===== src/rtl/micro_hash_pkg.sv =====
// Shared constants, block layout and FSM state type for the micro-hash nonce search controller.
package micro_hash_pkg;

    localparam int unsigned BYTE         = 8;
    localparam int unsigned NONCE_OFFSET = 12;
    localparam int unsigned NONCE_W      = 32;
    localparam int unsigned PAYLOAD_W    = NONCE_OFFSET * BYTE;
    localparam int unsigned BLOCK_W      = 16 * BYTE;
    localparam int unsigned HASH_W       = 3 * BYTE;
    localparam int unsigned TIMEOUT_DEF  = 127;

    typedef enum logic [2:0] {
        ST_IDLE,
        ST_LAUNCH,
        ST_WAIT,
        ST_CHECK,
        ST_DONE
    } state_t;

    // Nonce occupies the top word, payload bytes 0..11 the low 96 bits.
    typedef struct packed {
        logic [NONCE_W-1:0]   nonce;
        logic [PAYLOAD_W-1:0] payload;
    } hash_block_t;

endpackage


===== src/rtl/micro_hash_nonce_search_if.sv =====
// Bus between the nonce search controller (master) and the micro-hash core (slave).
interface micro_hash_nonce_search_if;
    import micro_hash_pkg::*;

    logic [BLOCK_W-1:0] hash_block;
    logic               hash_next;
    logic               hash_finished;
    logic [HASH_W-1:0]  hash_h;
    logic               hash_valid;

    modport master (
        output hash_block,
        output hash_next,
        output hash_finished,
        input  hash_h,
        input  hash_valid
    );

    modport slave (
        input  hash_block,
        input  hash_next,
        input  hash_finished,
        output hash_h,
        output hash_valid
    );
endinterface


===== src/rtl/micro_hash_target_cmp.sv =====
// Difficulty check: both upper hash bytes must be strictly below the target.
module micro_hash_target_cmp
    import micro_hash_pkg::*;
(
    input  logic [2*BYTE-1:0] hash_hi,
    input  logic [BYTE-1:0]   target,
    output logic              pass_c
);

    assign pass_c = (hash_hi[2*BYTE-1 -: BYTE] < target) && (hash_hi[BYTE-1 -: BYTE] < target);

endmodule


===== src/rtl/micro_hash_nonce_search.sv =====
// Nonce search controller for the micro-hash core: one hash per nonce until a hit, exhaustion or timeout.
// Optional HASH_ATTEMPT_CNT_EN adds attempts/cycles statistics outputs.
module micro_hash_nonce_search
    import micro_hash_pkg::*;
#(
    parameter logic [NONCE_W-1:0] MAX_NONCE = 32'hFFFF_FFFF,
    parameter int unsigned        TIMEOUT   = TIMEOUT_DEF
) (
    input  logic                 clk,
    input  logic                 reset,
    input  logic                 start,
    input  logic [PAYLOAD_W-1:0] payload,
    input  logic [BYTE-1:0]      target,
    micro_hash_nonce_search_if.master core,
    output logic                 busy,
    output logic                 done,
    output logic                 found,
    output logic                 exhausted,
    output logic                 error,
    output logic [NONCE_W-1:0]   nonce_out,
    output logic [HASH_W-1:0]    hash_out
`ifdef HASH_ATTEMPT_CNT_EN
    ,
    output logic [31:0]          attempts,
    output logic [31:0]          cycles
`endif
);

    localparam int unsigned TCNT_W = $clog2(TIMEOUT + 1);

    state_t               state;
    logic [NONCE_W-1:0]   nonce_q;
    logic [PAYLOAD_W-1:0] payload_q;
    logic [BYTE-1:0]      target_q;
    logic [TCNT_W-1:0]    tcnt_q;
    logic                 hash_next_q;
    logic                 hash_finished_q;
    logic                 pass_c;
    hash_block_t          block;

    assign block              = '{nonce: nonce_q, payload: payload_q};
    assign core.hash_block    = block;
    assign core.hash_next     = hash_next_q;
    assign core.hash_finished = hash_finished_q;

    // Pass check runs on the registered hash so CHECK sees the captured result.
    micro_hash_target_cmp u_cmp (
        .hash_hi (hash_out[HASH_W-1 -: 2*BYTE]),
        .target  (target_q),
        .pass_c  (pass_c)
    );

    always_ff @(posedge clk) begin
        if (!reset) begin
            state           <= ST_IDLE;
            nonce_q         <= '0;
            payload_q       <= '0;
            target_q        <= '0;
            tcnt_q          <= '0;
            hash_next_q     <= 1'b0;
            hash_finished_q <= 1'b1;
            busy            <= 1'b0;
            done            <= 1'b0;
            found           <= 1'b0;
            exhausted       <= 1'b0;
            error           <= 1'b0;
            nonce_out       <= '0;
            hash_out        <= '0;
`ifdef HASH_ATTEMPT_CNT_EN
            attempts        <= '0;
            cycles          <= '0;
`endif
        end else begin
            hash_next_q <= 1'b0;
            done        <= 1'b0;
`ifdef HASH_ATTEMPT_CNT_EN
            if (state == ST_LAUNCH) begin
                attempts <= attempts + 32'd1;
            end
            if (state inside {ST_LAUNCH, ST_WAIT, ST_CHECK}) begin
                cycles <= cycles + 32'd1;
            end
`endif
            case (state)
                ST_IDLE: begin
                    if (start) begin
                        payload_q       <= payload;
                        target_q        <= target;
                        nonce_q         <= '0;
                        found           <= 1'b0;
                        exhausted       <= 1'b0;
                        error           <= 1'b0;
                        busy            <= 1'b1;
                        hash_finished_q <= 1'b0;
                        hash_next_q     <= 1'b1;
                        state           <= ST_LAUNCH;
`ifdef HASH_ATTEMPT_CNT_EN
                        attempts        <= '0;
                        cycles          <= '0;
`endif
                    end
                end
                ST_LAUNCH: begin
                    tcnt_q <= '0;
                    state  <= ST_WAIT;
                end
                ST_WAIT: begin
                    if (core.hash_valid) begin
                        hash_out  <= core.hash_h;
                        nonce_out <= nonce_q;
                        state     <= ST_CHECK;
                    end else if (tcnt_q == TCNT_W'(TIMEOUT - 1)) begin
                        error           <= 1'b1;
                        done            <= 1'b1;
                        busy            <= 1'b0;
                        hash_finished_q <= 1'b1;
                        state           <= ST_DONE;
                    end else begin
                        tcnt_q <= tcnt_q + TCNT_W'(1);
                    end
                end
                ST_CHECK: begin
                    if (pass_c || (nonce_q == MAX_NONCE)) begin
                        found           <= pass_c;
                        exhausted       <= !pass_c;
                        done            <= 1'b1;
                        busy            <= 1'b0;
                        hash_finished_q <= 1'b1;
                        state           <= ST_DONE;
                    end else begin
                        nonce_q     <= nonce_q + NONCE_W'(1);
                        hash_next_q <= 1'b1;
                        state       <= ST_LAUNCH;
                    end
                end
                ST_DONE: begin
                    state <= ST_IDLE;
                end
                default: begin
                    state <= ST_IDLE;
                end
            endcase
        end
    end

endmodule


===== src/flat_wrapper.sv =====
// flat-port wrapper written by rule: the top's interface ports become plain ports
module micro_hash_nonce_search_flat import micro_hash_pkg::*;
#(
    parameter logic [NONCE_W-1:0] MAX_NONCE = 32'hFFFF_FFFF,
    parameter int unsigned        TIMEOUT   = TIMEOUT_DEF
)
  (clk, reset, start, payload, target, busy, done, found, exhausted, error, nonce_out, hash_out, core_hash_block, core_hash_next, core_hash_finished, core_hash_h, core_hash_valid);
  micro_hash_nonce_search_if core_i ();
  input  logic clk;
  input  logic reset;
  input  logic start;
  input  logic [PAYLOAD_W-1:0] payload;
  input  logic [BYTE-1:0] target;
  output logic busy;
  output logic done;
  output logic found;
  output logic exhausted;
  output logic error;
  output logic [NONCE_W-1:0] nonce_out;
  output logic [HASH_W-1:0] hash_out;
  output wire logic [$bits(core_i.hash_block)-1:0] core_hash_block;
  output wire logic [$bits(core_i.hash_next)-1:0] core_hash_next;
  output wire logic [$bits(core_i.hash_finished)-1:0] core_hash_finished;
  input wire logic [$bits(core_i.hash_h)-1:0] core_hash_h;
  input wire logic [$bits(core_i.hash_valid)-1:0] core_hash_valid;
  assign core_hash_block = core_i.hash_block;
  assign core_hash_next = core_i.hash_next;
  assign core_hash_finished = core_i.hash_finished;
  assign core_i.hash_h = core_hash_h;
  assign core_i.hash_valid = core_hash_valid;
  micro_hash_nonce_search #(.MAX_NONCE(MAX_NONCE), .TIMEOUT(TIMEOUT)) u_core (.clk(clk), .reset(reset), .start(start), .payload(payload), .target(target), .core(core_i), .busy(busy), .done(done), .found(found), .exhausted(exhausted), .error(error), .nonce_out(nonce_out), .hash_out(hash_out));
endmodule

===== config.mk =====
export PLATFORM = sky130hd
export DESIGN_NAME = micro_hash_nonce_search_flat
export DESIGN_NICKNAME = d
export VERILOG_FILES = /design/src/rtl/micro_hash_pkg.sv /design/src/rtl/micro_hash_nonce_search_if.sv /design/src/rtl/micro_hash_target_cmp.sv /design/src/rtl/micro_hash_nonce_search.sv /design/src/flat_wrapper.sv
export SDC_FILE = /design/constraint.sdc
export NUM_CORES = 1
export LEC_CHECK = 0
export ABC_AREA = 1
export CAP_MARGIN = 25
export CORE_ASPECT_RATIO = 0.75
export CORE_UTILIZATION = 48
export CTS_CLUSTER_DIAMETER = 120
export CTS_CLUSTER_SIZE = 25
export DETAILED_ROUTE_END_ITERATION = 8
export GPL_TIMING_DRIVEN = 0
export PLACE_DENSITY = 0.86
export SLEW_MARGIN = 20
export SYNTH_ARGS = -nofsm -noshare
export SYNTH_HDL_FRONTEND = slang
export SYNTH_SLANG_ARGS = --single-unit

===== constraint.sdc =====
create_clock -name clk -period 4.4 [get_ports clk]
set_input_delay 1.32 -clock clk [delete_from_list [all_inputs] [get_ports clk]]
set_output_delay 1.32 -clock clk [all_outputs]
set_load 0.02 [all_outputs]

==> flow_summary.yaml <==
synthesis:
  seq_area_frac_synth_pct: 48.0
  syn_nets: 1357
  postSynthAreaPerCell_sq_um: 7.21
  syn_area_sq_um: 8710
  ys_warn_count: 0
  synth.distinct_cells: 35
  synth-seq-cells: 209
  postSynthCellCount: 1208
floorplan:
  io_pins: 323
  start_util_pct: 49.2
  rows: 42
  core_area_sq_um: 17700
  dieHeight_um: 119
  die-area_sq_um: 18700
  die_w_um: 158
power:
  ir_worst_vdd_v: 0.000371
  cellPowerDensity_nw_per_um2: 435
  p_leak_uw: 0.00468
critical_path:
  r2r-start: "u_core.nonce_q[0]"
  required_ps: 3080
  cp_max_fo: 7
  cp-end-kind: "output port"
  crit_path_top_delay_cell: "clkdlybuf4s50_1"
  cp.arrival_ps: 1710
  startpoint: "u_core.nonce_q[0]"
  critPathKind: "reg2out"
  max_stage_delay_ps: 680
  crit_family: "buffers and inverters"
  crit_buf_inv: 1
  cp-start-kind: "flip-flop"
  cp_cell_sequence: "clkdlybuf4s50_1"
clock_network:
  clk_path_buf_depth: 3
  cts.reportedPaths.clkPinSlew_ps: 100
  cts_made_buffers: 12
  ctsHoldBuffers: 0
  cts-root-buf: "clkbuf_16"
  insertion_delay_ps: 480
  cts.sinks: 209
  htreeDepth: 1
  post_cts_buffers: 0
  cts_resized: 0
  cts_tree: "yes"
run:
  drv_cap: 0
route:
  dr.pass1.iters: 5
  vias: 9301
  drtAntennaViolNets: 0
  wl_per_cell_um: 17.4
  avgViaCountPerCell: 5.20
  drc: 0
  routed_wl_mm: 31.2
  drt_iter0_markers: 483
global_routing:
  grt_use_total_pct: 33.0
  antenna_found_initial: 3
  grt_pass1_vias: 9134
  overflow: 0
  grt_max_degree: 26
  grt_pass1_wl_mm: 47.5
final_layout:
  fin_util_pct: 71.0
  drive_above_1_share_pct: 2.33
  stdcell_count: 1787
  synthToLayoutAreaGrowth_pct: 44.3
  fillers: 1434
  nNetsFinal: 1692
sta:
  setup_violations: 0
  tightestPinTransition_ps: 858
  rsz0062_at_grt: "false"
  fin_crit_ps: 3030
  fmax_mhz: 330
  max_slew_margin_pct: 42.8
  finalHoldViolCount: 0
  final.setup.tns_ps: 0
  fin_crit_sh_pct: 69.0
  fin_skew_ps: 25.4
  final_max_slew_viol_count: 0
place:
  io_buffers: 321
  gp_congestion: 0.993
  dpl.cell_count: 1771
  dpl.hpwl_mm: 24.0
outcome:
  status: "complete, no violations"
hold_path:
  hold_start: "u_core.core.hash_finished"
  hold_class: "reg2reg"
==> path summary, 6_finish.rpt <==
check	end	slack [ps]	depth (start not counted)
max	core_hash_block[96]	1370	1
min reg2reg	u_core.core.hash_finished	470	2
max reg2reg	u_core.nonce_q[16]	1900	11
min	u_core.core.hash_finished	470	2
==> area by class of cell <==
cell class	instances	area [sq um]	share of cell area [%]
sequential	209	4180	33.3
inverter	63	236	1.88
clock buffer	13	325	2.59
antenna	2	5.00	0.0398
multi-input combinational	868	4000	31.8
buffer	68	288	2.29
timing repair buffer	321	3210	25.6
tap	242	303	2.41
clock inverter	1	16.3	0.129
==> per-stage QoR <==
step	area, sq um	hold WS [ps]	total power (uW)	setup WS (ps)
final	12600	469	5470	1370
after detailed placement	12200	446	4300	915
after CTS	12600	466	5470	1370
after global placement	12200	434	4260	902
after global routing	12600	495	5740	1280
after floorplan	8710	436	3370	2010
==> state kept, by name, summed over array words and instances, names as in the netlist <==
register	cells
u_core.tcnt_q	7
u_core.state	3
u_core.error	1
u_core.done	1
u_core.nonce_q	32
u_core.core.hash_finished	1
u_core.busy	1
u_core.hash_out	24
u_core.target_q	8
u_core.exhausted	1
u_core.core.hash_next	1
u_core.found	1
u_core.payload_q	96
u_core.nonce_out	32
==> cells in the final DEF, fill, tap and decap left out, types with 2 or more instances in the layout <==
| cell type | Yosys | layout |
|---|---|---|
| nand2_1 | 157 | 157 |
| nand3_1 | 58 | 58 |
| buf_2 | 5 | 5 |
| clkbuf_1 | 57 | 57 |
| o21ai_1 | 2 | 2 |
| clkdlybuf4s50_1 | 0 | 321 |
| clkbuf_16 | 0 | 13 |
| o21ai_0 | 161 | 161 |
| buf_1 | 2 | 2 |
| a211oi_1 | 2 | 2 |
| inv_1 | 61 | 61 |
| buf_6 | 3 | 3 |
| ha_1 | 17 | 17 |
| diode_2 | 0 | 2 |
| nor3_2 | 4 | 4 |
| nor3_1 | 13 | 13 |
| xor2_1 | 6 | 6 |
| nand4_1 | 7 | 7 |
| nor2_1 | 344 | 344 |
| xnor2_1 | 12 | 12 |
| nor3b_1 | 2 | 2 |
| a21oi_1 | 70 | 70 |
| dfxtp_1 | 209 | 209 |
| nor2_4 | 2 | 2 |
==> per-layer routing <==
layer | up-vias | global-route usage (%) | routed length [um]
met1 | 4335 | 38.6 | 12600
met2 | 332 | 55.0 | 14400
met5 | - | 0 | 0
met4 | 0 | 12.9 | 1270
met3 | 77 | 11.4 | 2960
li1 | 4557 | - | -
==> kinds of logic (layout without fill, tap and decap cells) <==
kind of cell               Yosys count  in the layout  synth area share [%]
and+or+nand+nor                    594            594                  27.8
AOI/OAI and AO/OA                  239            239                  13.9
DFF                                209            209                  48.0
buffers and inverters              131            466                  6.02
xor gates and xnor gates            18             18                  1.81
adders and majority gates           17             17                  2.44
other                                0              2                     0
==> report_power, final <==
part	leakage [uW]	total (uW)	internal, uW	switching, uW
combinational	0.00280	1950	792	1160
clock	0.000168	1180	540	640
sequential	0.00171	2340	2180	158
==> cell usage after synthesis <==
master / n / area share, %
nor2_1: 344 / 15
dfxtp_1: 209 / 48
o21ai_0: 161 / 9.2
nand2_1: 157 / 6.8
a21oi_1: 70 / 4.0
inv_1: 61 / 2.6
nand3_1: 58 / 3.3
clkbuf_1: 57 / 2.5
ha_1: 17 / 2.4
nor3_1: 13 / 0.75
xnor2_1: 12 / 1.2
nand4_1: 7 / 0.50
xor2_1: 6 / 0.60
buf_2: 5 / 0.29
nor3_2: 4 / 0.46
buf_6: 3 / 0.39
a211oi_1: 2 / 0.17
buf_1: 2 / 0.086
nor2_4: 2 / 0.26
nor3b_1: 2 / 0.17
o21ai_1: 2 / 0.11
a21oi_2: 1 / 0.10
a22oi_1: 1 / 0.086
and3_1: 1 / 0.072
buf_4: 1 / 0.086
clkinv_1: 1 / 0.043
inv_2: 1 / 0.043
nand2_2: 1 / 0.072
nand3_2: 1 / 0.11
nand3_4: 1 / 0.20
nand3b_1: 1 / 0.086
nand3b_2: 1 / 0.13
nor2_2: 1 / 0.072
o21a_1: 1 / 0.086
o22ai_1: 1 / 0.072
No activity file was read; power rests on OpenSTA's default activity.
